[src/rtl/audio_fx_pkg.sv]
// Shared types for the stereo effects chain: sample/gain types, gate states and a
// saturating absolute-value helper.
package audio_fx_pkg;

    typedef logic signed [31:0] sample_t;
    typedef logic [15:0]        gain_t;

    localparam gain_t GAIN_UNITY = 16'd32768;

    typedef enum logic [2:0] {
        CLOSED,
        ATTACK,
        OPEN,
        HOLD,
        RELEASE
    } gate_state_e;

    // The most negative sample has no positive twin; clamp it to full scale.
    function automatic logic [31:0] sat_abs(input sample_t s);
        if (s == sample_t'(32'h8000_0000)) begin
            return 32'h7fff_ffff;
        end
        return s[31] ? $unsigned(-s) : $unsigned(s);
    endfunction

endpackage

[src/rtl/noise_gate_expander_if.sv]
// Sample-stream bundle for the noise gate: stereo input frame strobe and gated output frame.
interface noise_gate_expander_if;
    import audio_fx_pkg::*;

    logic    enable;
    logic    sample_valid;
    sample_t in_L;
    sample_t in_R;
    sample_t out_L;
    sample_t out_R;
    logic    out_valid;
    logic    gate_open;

    modport master (
        output enable, sample_valid, in_L, in_R,
        input  out_L, out_R, out_valid, gate_open
    );

    modport slave (
        input  enable, sample_valid, in_L, in_R,
        output out_L, out_R, out_valid, gate_open
    );

endinterface

[src/rtl/envelope_follower.sv]
// Stereo peak envelope: instant attack to the louder channel's magnitude, exponential decay.
module envelope_follower
    import audio_fx_pkg::*;
#(
    parameter int unsigned RELEASE_SHIFT = 6
) (
    input  logic        clk_i,
    input  logic        rst_ni,
    input  logic        valid_i,
    input  sample_t     in_l_i,
    input  sample_t     in_r_i,
    output logic [31:0] env_next_o
);

    logic [31:0] env_q, env_d;
    logic [31:0] abs_l, abs_r, peak;

    always_comb begin
        abs_l      = sat_abs(in_l_i);
        abs_r      = sat_abs(in_r_i);
        peak       = (abs_l > abs_r) ? abs_l : abs_r;
        env_next_o = (peak > env_q) ? peak : env_q - (env_q >> RELEASE_SHIFT);
        env_d      = valid_i ? env_next_o : env_q;
    end

    always_ff @(posedge clk_i or negedge rst_ni) begin
        if (!rst_ni) begin
            env_q <= '0;
        end else begin
            env_q <= env_d;
        end
    end

endmodule

[src/rtl/noise_gate_expander.sv]
// Downward expander / noise gate: hysteretic attack/hold/release gain control driven by a
// peak envelope, applied as a shared Q1.15 gain to both channels over a 2-stage pipeline.
module noise_gate_expander
    import audio_fx_pkg::*;
#(
    parameter int unsigned OPEN_THRESH   = 2_000_000,
    parameter int unsigned CLOSE_THRESH  = 1_000_000,
    parameter int unsigned HOLD_SAMPLES  = 480,
    parameter int unsigned ATTACK_STEP   = 1024,
    parameter int unsigned RELEASE_STEP  = 64,
    parameter int unsigned RELEASE_SHIFT = 6,
    parameter int unsigned FLOOR_GAIN    = 0
) (
    input logic                   CLOCK_50,
    input logic                   resetn,
    noise_gate_expander_if.slave  bus
);

    localparam gain_t FloorGain = gain_t'(FLOOR_GAIN);

    logic [31:0]        env_next;
    logic               open_hit, close_hit;
    gate_state_e        state_q, state_d;
    gain_t              gain_q, gain_d, gain_up, gain_dn;
    logic [16:0]        gain_up_w;
    logic [15:0]        hold_q, hold_d;
    logic               gate_q, gate_d;
    sample_t            in_l_q, in_l_d, in_r_q, in_r_d;
    logic               valid1_q;
    sample_t            out_l_q, out_l_d, out_r_q, out_r_d;
    logic               out_valid_q;
    logic signed [47:0] prod_l, prod_r;

    envelope_follower #(
        .RELEASE_SHIFT (RELEASE_SHIFT)
    ) u_env (
        .clk_i      (CLOCK_50),
        .rst_ni     (resetn),
        .valid_i    (bus.sample_valid),
        .in_l_i     (bus.in_L),
        .in_r_i     (bus.in_R),
        .env_next_o (env_next)
    );

    // Stage 1: gate FSM and gain ramp; the gain follows the state being entered.
    always_comb begin
        open_hit  = env_next >= 32'(OPEN_THRESH);
        close_hit = env_next < 32'(CLOSE_THRESH);
        gain_up_w = {1'b0, gain_q} + 17'(ATTACK_STEP);
        gain_up   = (gain_up_w >= 17'(GAIN_UNITY)) ? GAIN_UNITY : gain_up_w[15:0];
        gain_dn   = ({1'b0, gain_q} < 17'(FLOOR_GAIN) + 17'(RELEASE_STEP)) ?
                    FloorGain : gain_q - 16'(RELEASE_STEP);

        state_d = state_q;
        gain_d  = gain_q;
        hold_d  = hold_q;
        if (bus.sample_valid) begin
            if (!bus.enable) begin
                state_d = OPEN;
                gain_d  = GAIN_UNITY;
            end else begin
                unique case (state_q)
                    CLOSED:  if (open_hit) state_d = ATTACK;
                    ATTACK:  if (close_hit) state_d = RELEASE;
                    OPEN: begin
                        if (close_hit) begin
                            state_d = HOLD;
                            hold_d  = 16'(HOLD_SAMPLES - 1);
                        end
                    end
                    HOLD: begin
                        if (open_hit) begin
                            state_d = OPEN;
                        end else if (hold_q == '0) begin
                            state_d = RELEASE;
                        end else begin
                            hold_d = hold_q - 16'd1;
                        end
                    end
                    RELEASE: if (open_hit) state_d = ATTACK;
                    default: state_d = CLOSED;
                endcase

                case (state_d)
                    ATTACK:     gain_d = gain_up;
                    OPEN, HOLD: gain_d = GAIN_UNITY;
                    RELEASE:    gain_d = gain_dn;
                    default:    gain_d = FloorGain;
                endcase

                if (state_d == ATTACK && gain_d == GAIN_UNITY) state_d = OPEN;
                if (state_d == RELEASE && gain_d == FloorGain) state_d = CLOSED;
            end
        end
        gate_d = (state_d == OPEN) || (state_d == HOLD);
        in_l_d = bus.sample_valid ? bus.in_L : in_l_q;
        in_r_d = bus.sample_valid ? bus.in_R : in_r_q;
    end

    // Stage 2: Q1.15 multiply with flooring shift; unity gain passes samples untouched.
    always_comb begin
        prod_l  = $signed({{16{in_l_q[31]}}, in_l_q}) * $signed({32'd0, gain_q});
        prod_r  = $signed({{16{in_r_q[31]}}, in_r_q}) * $signed({32'd0, gain_q});
        out_l_d = valid1_q ? sample_t'(prod_l >>> 15) : out_l_q;
        out_r_d = valid1_q ? sample_t'(prod_r >>> 15) : out_r_q;
    end

    always_ff @(posedge CLOCK_50 or negedge resetn) begin
        if (!resetn) begin
            state_q     <= CLOSED;
            gain_q      <= FloorGain;
            hold_q      <= '0;
            gate_q      <= 1'b0;
            in_l_q      <= '0;
            in_r_q      <= '0;
            valid1_q    <= 1'b0;
            out_l_q     <= '0;
            out_r_q     <= '0;
            out_valid_q <= 1'b0;
        end else begin
            state_q     <= state_d;
            gain_q      <= gain_d;
            hold_q      <= hold_d;
            gate_q      <= gate_d;
            in_l_q      <= in_l_d;
            in_r_q      <= in_r_d;
            valid1_q    <= bus.sample_valid;
            out_l_q     <= out_l_d;
            out_r_q     <= out_r_d;
            out_valid_q <= valid1_q;
        end
    end

    assign bus.out_L     = out_l_q;
    assign bus.out_R     = out_r_q;
    assign bus.out_valid = out_valid_q;
    assign bus.gate_open = gate_q;

endmodule

[src/flat_wrapper.sv]
// flat-port wrapper written by rule: the top's interface ports become plain ports
module noise_gate_expander_flat import audio_fx_pkg::*;
#(
    parameter int unsigned OPEN_THRESH   = 2_000_000,
    parameter int unsigned CLOSE_THRESH  = 1_000_000,
    parameter int unsigned HOLD_SAMPLES  = 480,
    parameter int unsigned ATTACK_STEP   = 1024,
    parameter int unsigned RELEASE_STEP  = 64,
    parameter int unsigned RELEASE_SHIFT = 6,
    parameter int unsigned FLOOR_GAIN    = 0
)
  (CLOCK_50, resetn, bus_enable, bus_sample_valid, bus_in_L, bus_in_R, bus_out_L, bus_out_R, bus_out_valid, bus_gate_open);
  noise_gate_expander_if bus_i ();
  input logic CLOCK_50;
  input logic resetn;
  input wire logic [$bits(bus_i.enable)-1:0] bus_enable;
  input wire logic [$bits(bus_i.sample_valid)-1:0] bus_sample_valid;
  input wire logic [$bits(bus_i.in_L)-1:0] bus_in_L;
  input wire logic [$bits(bus_i.in_R)-1:0] bus_in_R;
  output wire logic [$bits(bus_i.out_L)-1:0] bus_out_L;
  output wire logic [$bits(bus_i.out_R)-1:0] bus_out_R;
  output wire logic [$bits(bus_i.out_valid)-1:0] bus_out_valid;
  output wire logic [$bits(bus_i.gate_open)-1:0] bus_gate_open;
  assign bus_i.enable = bus_enable;
  assign bus_i.sample_valid = bus_sample_valid;
  assign bus_i.in_L = bus_in_L;
  assign bus_i.in_R = bus_in_R;
  assign bus_out_L = bus_i.out_L;
  assign bus_out_R = bus_i.out_R;
  assign bus_out_valid = bus_i.out_valid;
  assign bus_gate_open = bus_i.gate_open;
  noise_gate_expander #(.OPEN_THRESH(OPEN_THRESH), .CLOSE_THRESH(CLOSE_THRESH), .HOLD_SAMPLES(HOLD_SAMPLES), .ATTACK_STEP(ATTACK_STEP), .RELEASE_STEP(RELEASE_STEP), .RELEASE_SHIFT(RELEASE_SHIFT), .FLOOR_GAIN(FLOOR_GAIN)) u_core (.CLOCK_50(CLOCK_50), .resetn(resetn), .bus(bus_i));
endmodule
[config.mk]
export PLATFORM = sky130hd
export DESIGN_NAME = noise_gate_expander_flat
export DESIGN_NICKNAME = d
export VERILOG_FILES = /design/src/rtl/audio_fx_pkg.sv /design/src/rtl/noise_gate_expander_if.sv /design/src/rtl/envelope_follower.sv /design/src/rtl/noise_gate_expander.sv /design/src/flat_wrapper.sv
export SDC_FILE = /design/constraint.sdc
export NUM_CORES = 2
export LEC_CHECK = 0
export CAP_MARGIN = 30
export CELL_PAD_IN_SITES_DETAIL_PLACEMENT = 1
export CELL_PAD_IN_SITES_GLOBAL_PLACEMENT = 2
export CORE_UTILIZATION = 25
export DETAILED_ROUTE_END_ITERATION = 8
export DONT_BUFFER_PORTS = 1
export GPL_ROUTABILITY_DRIVEN = 0
export GPL_TIMING_DRIVEN = 0
export PLACE_DENSITY = 0.51
export SLEW_MARGIN = 40
export SYNTH_ARGS = -nofsm -noshare
export SYNTH_HDL_FRONTEND = slang
export SYNTH_HIERARCHICAL = 1
export SYNTH_SLANG_ARGS = --single-unit
export TNS_END_PERCENT = 5
[constraint.sdc]
create_clock -name CLOCK_50 -period 9.55 [get_ports CLOCK_50]
set_clock_uncertainty 0.15 [all_clocks]
set_input_delay 2.865 -clock CLOCK_50 [delete_from_list [all_inputs] [get_ports CLOCK_50]]
set_output_delay 2.865 -clock CLOCK_50 [all_outputs]
set_load 0.005 [all_outputs]
==> impl_metrics.yaml <==
floorplan:
  core_mm2: 0.188
  start_util_pct: 25.2
  die_area_mm2: 0.192
  ioPinCount: 134
  dieHeight_um: 438
  rows: 159
  die_x_um: 438
power:
  leakagePower_nw: 25.7
  irDropWorstVdd_mv: 0.158
  power_density_mw_per_mm2: 113
worst_setup_path:
  worstSetupPathType: "in -> reg"
  cpPeakStageDelay_ps: 530
  slowest_stage: "or4_4"
  start_kind: "input port"
  crit_buf_inv: 6
  cp_max_fo: 6
  required_ps: 9910
  endpoint_kind: "flip-flop"
  worst_ep_arrival_time_ps: 11520
  cpMostUsedCell: "or4_4"
  crit_family: "simple AND/OR/NAND/NOR gates"
  r2r_slack_ps: 640
place:
  place_hpwl_um: 167000
  port_buffers: 0
  dpl_cell_area_mm2: 0.0512
clock_network:
  cts-root-buf: "clkbuf_16"
  clock-sinks: 198
  cts_tree: "done"
  cts_max_path_buffers: 2
  clkSlewWorstSetupHoldPaths_ps: 100
  htreeDepth: 4
  clk_latency_ps: 600
  cts_made_buffers: 17
grt:
  grt_pass1_wl_um: 296000
  grt_use_total_pct: 21.5
  grt_max_degree: 199
  grt_overflow: 0
  grt_antenna_before_repair: 30
  grt_pass1_vias: 40901
drt:
  drt_wl_total_um: 202000
  drt_iter0_markers: 1698
  ant_nets: 0
  vias: 36330
  viasPerCell: 4.58
  drcViolationCount: 18
  firstDrtPassIters: 7
  wl_per_cell_um: 25.4
timing:
  finalHoldViolCount: 0
  fmax_mhz: 89.6
  period_share_pct: 117
  post-route-min-period_ps: 11170
  rsz0062_at_grt: "yes"
  maxSlewHeadroom_pct: 38.6
  setup-violations-final: 36
  tightest_slew_ps: 921
  slew_violations: 0
  setup_ws_ps: -1620
finish:
  drive_above_1_share_pct: 9.27
  num-nets-final: 6758
  final_cell_mix: "inv_1, fa_1, nand2_1, and2_1, ha_1"
  utilization_pct: 28.3
  postLayoutCellArea_mm2: 0.0533
  fillers: 21951
  final_common_cell: "inv_1"
  area_growth_pct: 12.3
synthesis:
  synth_cells: 5321
  yosys_warnings: 6
  syn_nets: 6657
  netlist_area_mm2: 0.0475
  synth.avg_cell_area_um2: 8.93
status:
  status: "finished with violations"
  violations: "DRC, setup timing"
worst_hold_path:
  hold_class: "reg -> reg"
run:
  maxCapViolCount: 0
==> area by class of cell <==
| class | count | area (um2) | share of cell area (%) |
|---|---|---|---|
| antenna | 6 | 15.0 | 0.0281 |
| sequential | 198 | 4950 | 9.29 |
| clock inverter | 15 | 178 | 0.333 |
| multi-input combinational | 3630 | 37800 | 70.9 |
| clock buffer | 17 | 425 | 0.798 |
| buffer | 242 | 1160 | 2.18 |
| timing repair buffer | 82 | 966 | 1.81 |
| tap | 2495 | 3120 | 5.85 |
| inverter | 1251 | 4700 | 8.80 |
==> what timing repair did <==
action / 4_1_cts / 5_1_grt
setup endpoints to repair: 68 / 38
hold buffers: 0 / 0
buffers inserted: 50 / 16
pin swaps: 52 / 39
gates cloned: 2 / 0
gates resized for setup: 147 / 43
==> sequential cells by signal, indices dropped and copies added (netlist names) <==
register / flops
u_core/bus.out_L: 32
u_core/bus.out_R: 32
u_core/in_l_q: 32
u_core/in_r_q: 32
u_core/u_env/env_q: 32
u_core/gain_q: 16
u_core/hold_q: 16
u_core/state_q: 3
u_core/bus.gate_open: 1
u_core/bus.out_valid: 1
u_core/valid1_q: 1
==> where the power goes <==
part	switching, W	leakage, nW	total [W]	internal [W]
clock network	0.000517	0.286	0.000872	0.000355
logic	0.00230	23.0	0.00392	0.00162
registers	0.000244	2.42	0.00125	0.00101
total	0.00306	25.7	0.00604	0.00298
==> worst reg2reg max path, stage by stage (launching register included) <==
cell	delay, ps
dfrtp_1	370
clkbuf_1	300
clkbuf_2	600
clkbuf_1	620
nand2_1	150
fa_1	510
inv_1	50
fa_1	500
fa_1	570
fa_1	420
fa_1	490
inv_1	50
fa_1	480
inv_1	40
ha_1	350
and3_1	290
nand4_1	360
a2111oi_4	670
o21ai_2	180
a311oi_2	620
a311o_1	430
a311oi_1	130
a2111oi_0	390
a21o_1	120
==> routing by layer <==
layer / track usage (%) / vias up / part of all wire (%)
met5: 0 / - / 0
met4: 4.85 / 0 / 2.2
met3: 2.62 / 119 / 3.5
met2: 37.5 / 596 / 49
met1: 28.3 / 19352 / 45
li1: - / 16263 / -
==> final timing paths <==
| path | from | to | cells after the start |
|---|---|---|---|
| min in group asynchronous | resetn | u_core/bus.out_R[2]$_DFFE_PN0P_ | 0 |
| max reg2reg | u_core/gain_q[10]$_DFFE_PN0P_ | u_core/bus.out_L[28]$_DFFE_PN0P_ | 23 |
| min | u_core/valid1_q$_DFF_PN0_ | u_core/bus.out_valid$_DFF_PN0_ | 0 |
| max | bus_in_L[11] | u_core/bus.gate_open$_DFF_PN0_ | 35 |
| min reg2reg | u_core/valid1_q$_DFF_PN0_ | u_core/bus.out_valid$_DFF_PN0_ | 0 |
| max in group asynchronous | resetn | u_core/bus.out_L[1]$_DFFE_PN0P_ | 0 |
==> per-stage QoR <==
stage | setup slack, ps | std cells | setup TNS, ps | hold WS, ps | total power (W)
2_1_floorplan | -1530 | 5321 | -44360 | 202 | 0.00355
3_3_place_gp | -4640 | 7816 | -171620 | 208 | 0.00469
3_5_place_dp | -4680 | 7829 | -176360 | 224 | 0.00470
4_1_cts | -1600 | 7913 | -46490 | 250 | 0.00603
5_1_grt | -1860 | 7932 | -57780 | 256 | 0.00655
6_report | -1620 | 7936 | -48150 | 246 | 0.00604
No activity file was read; power rests on OpenSTA's default activity.
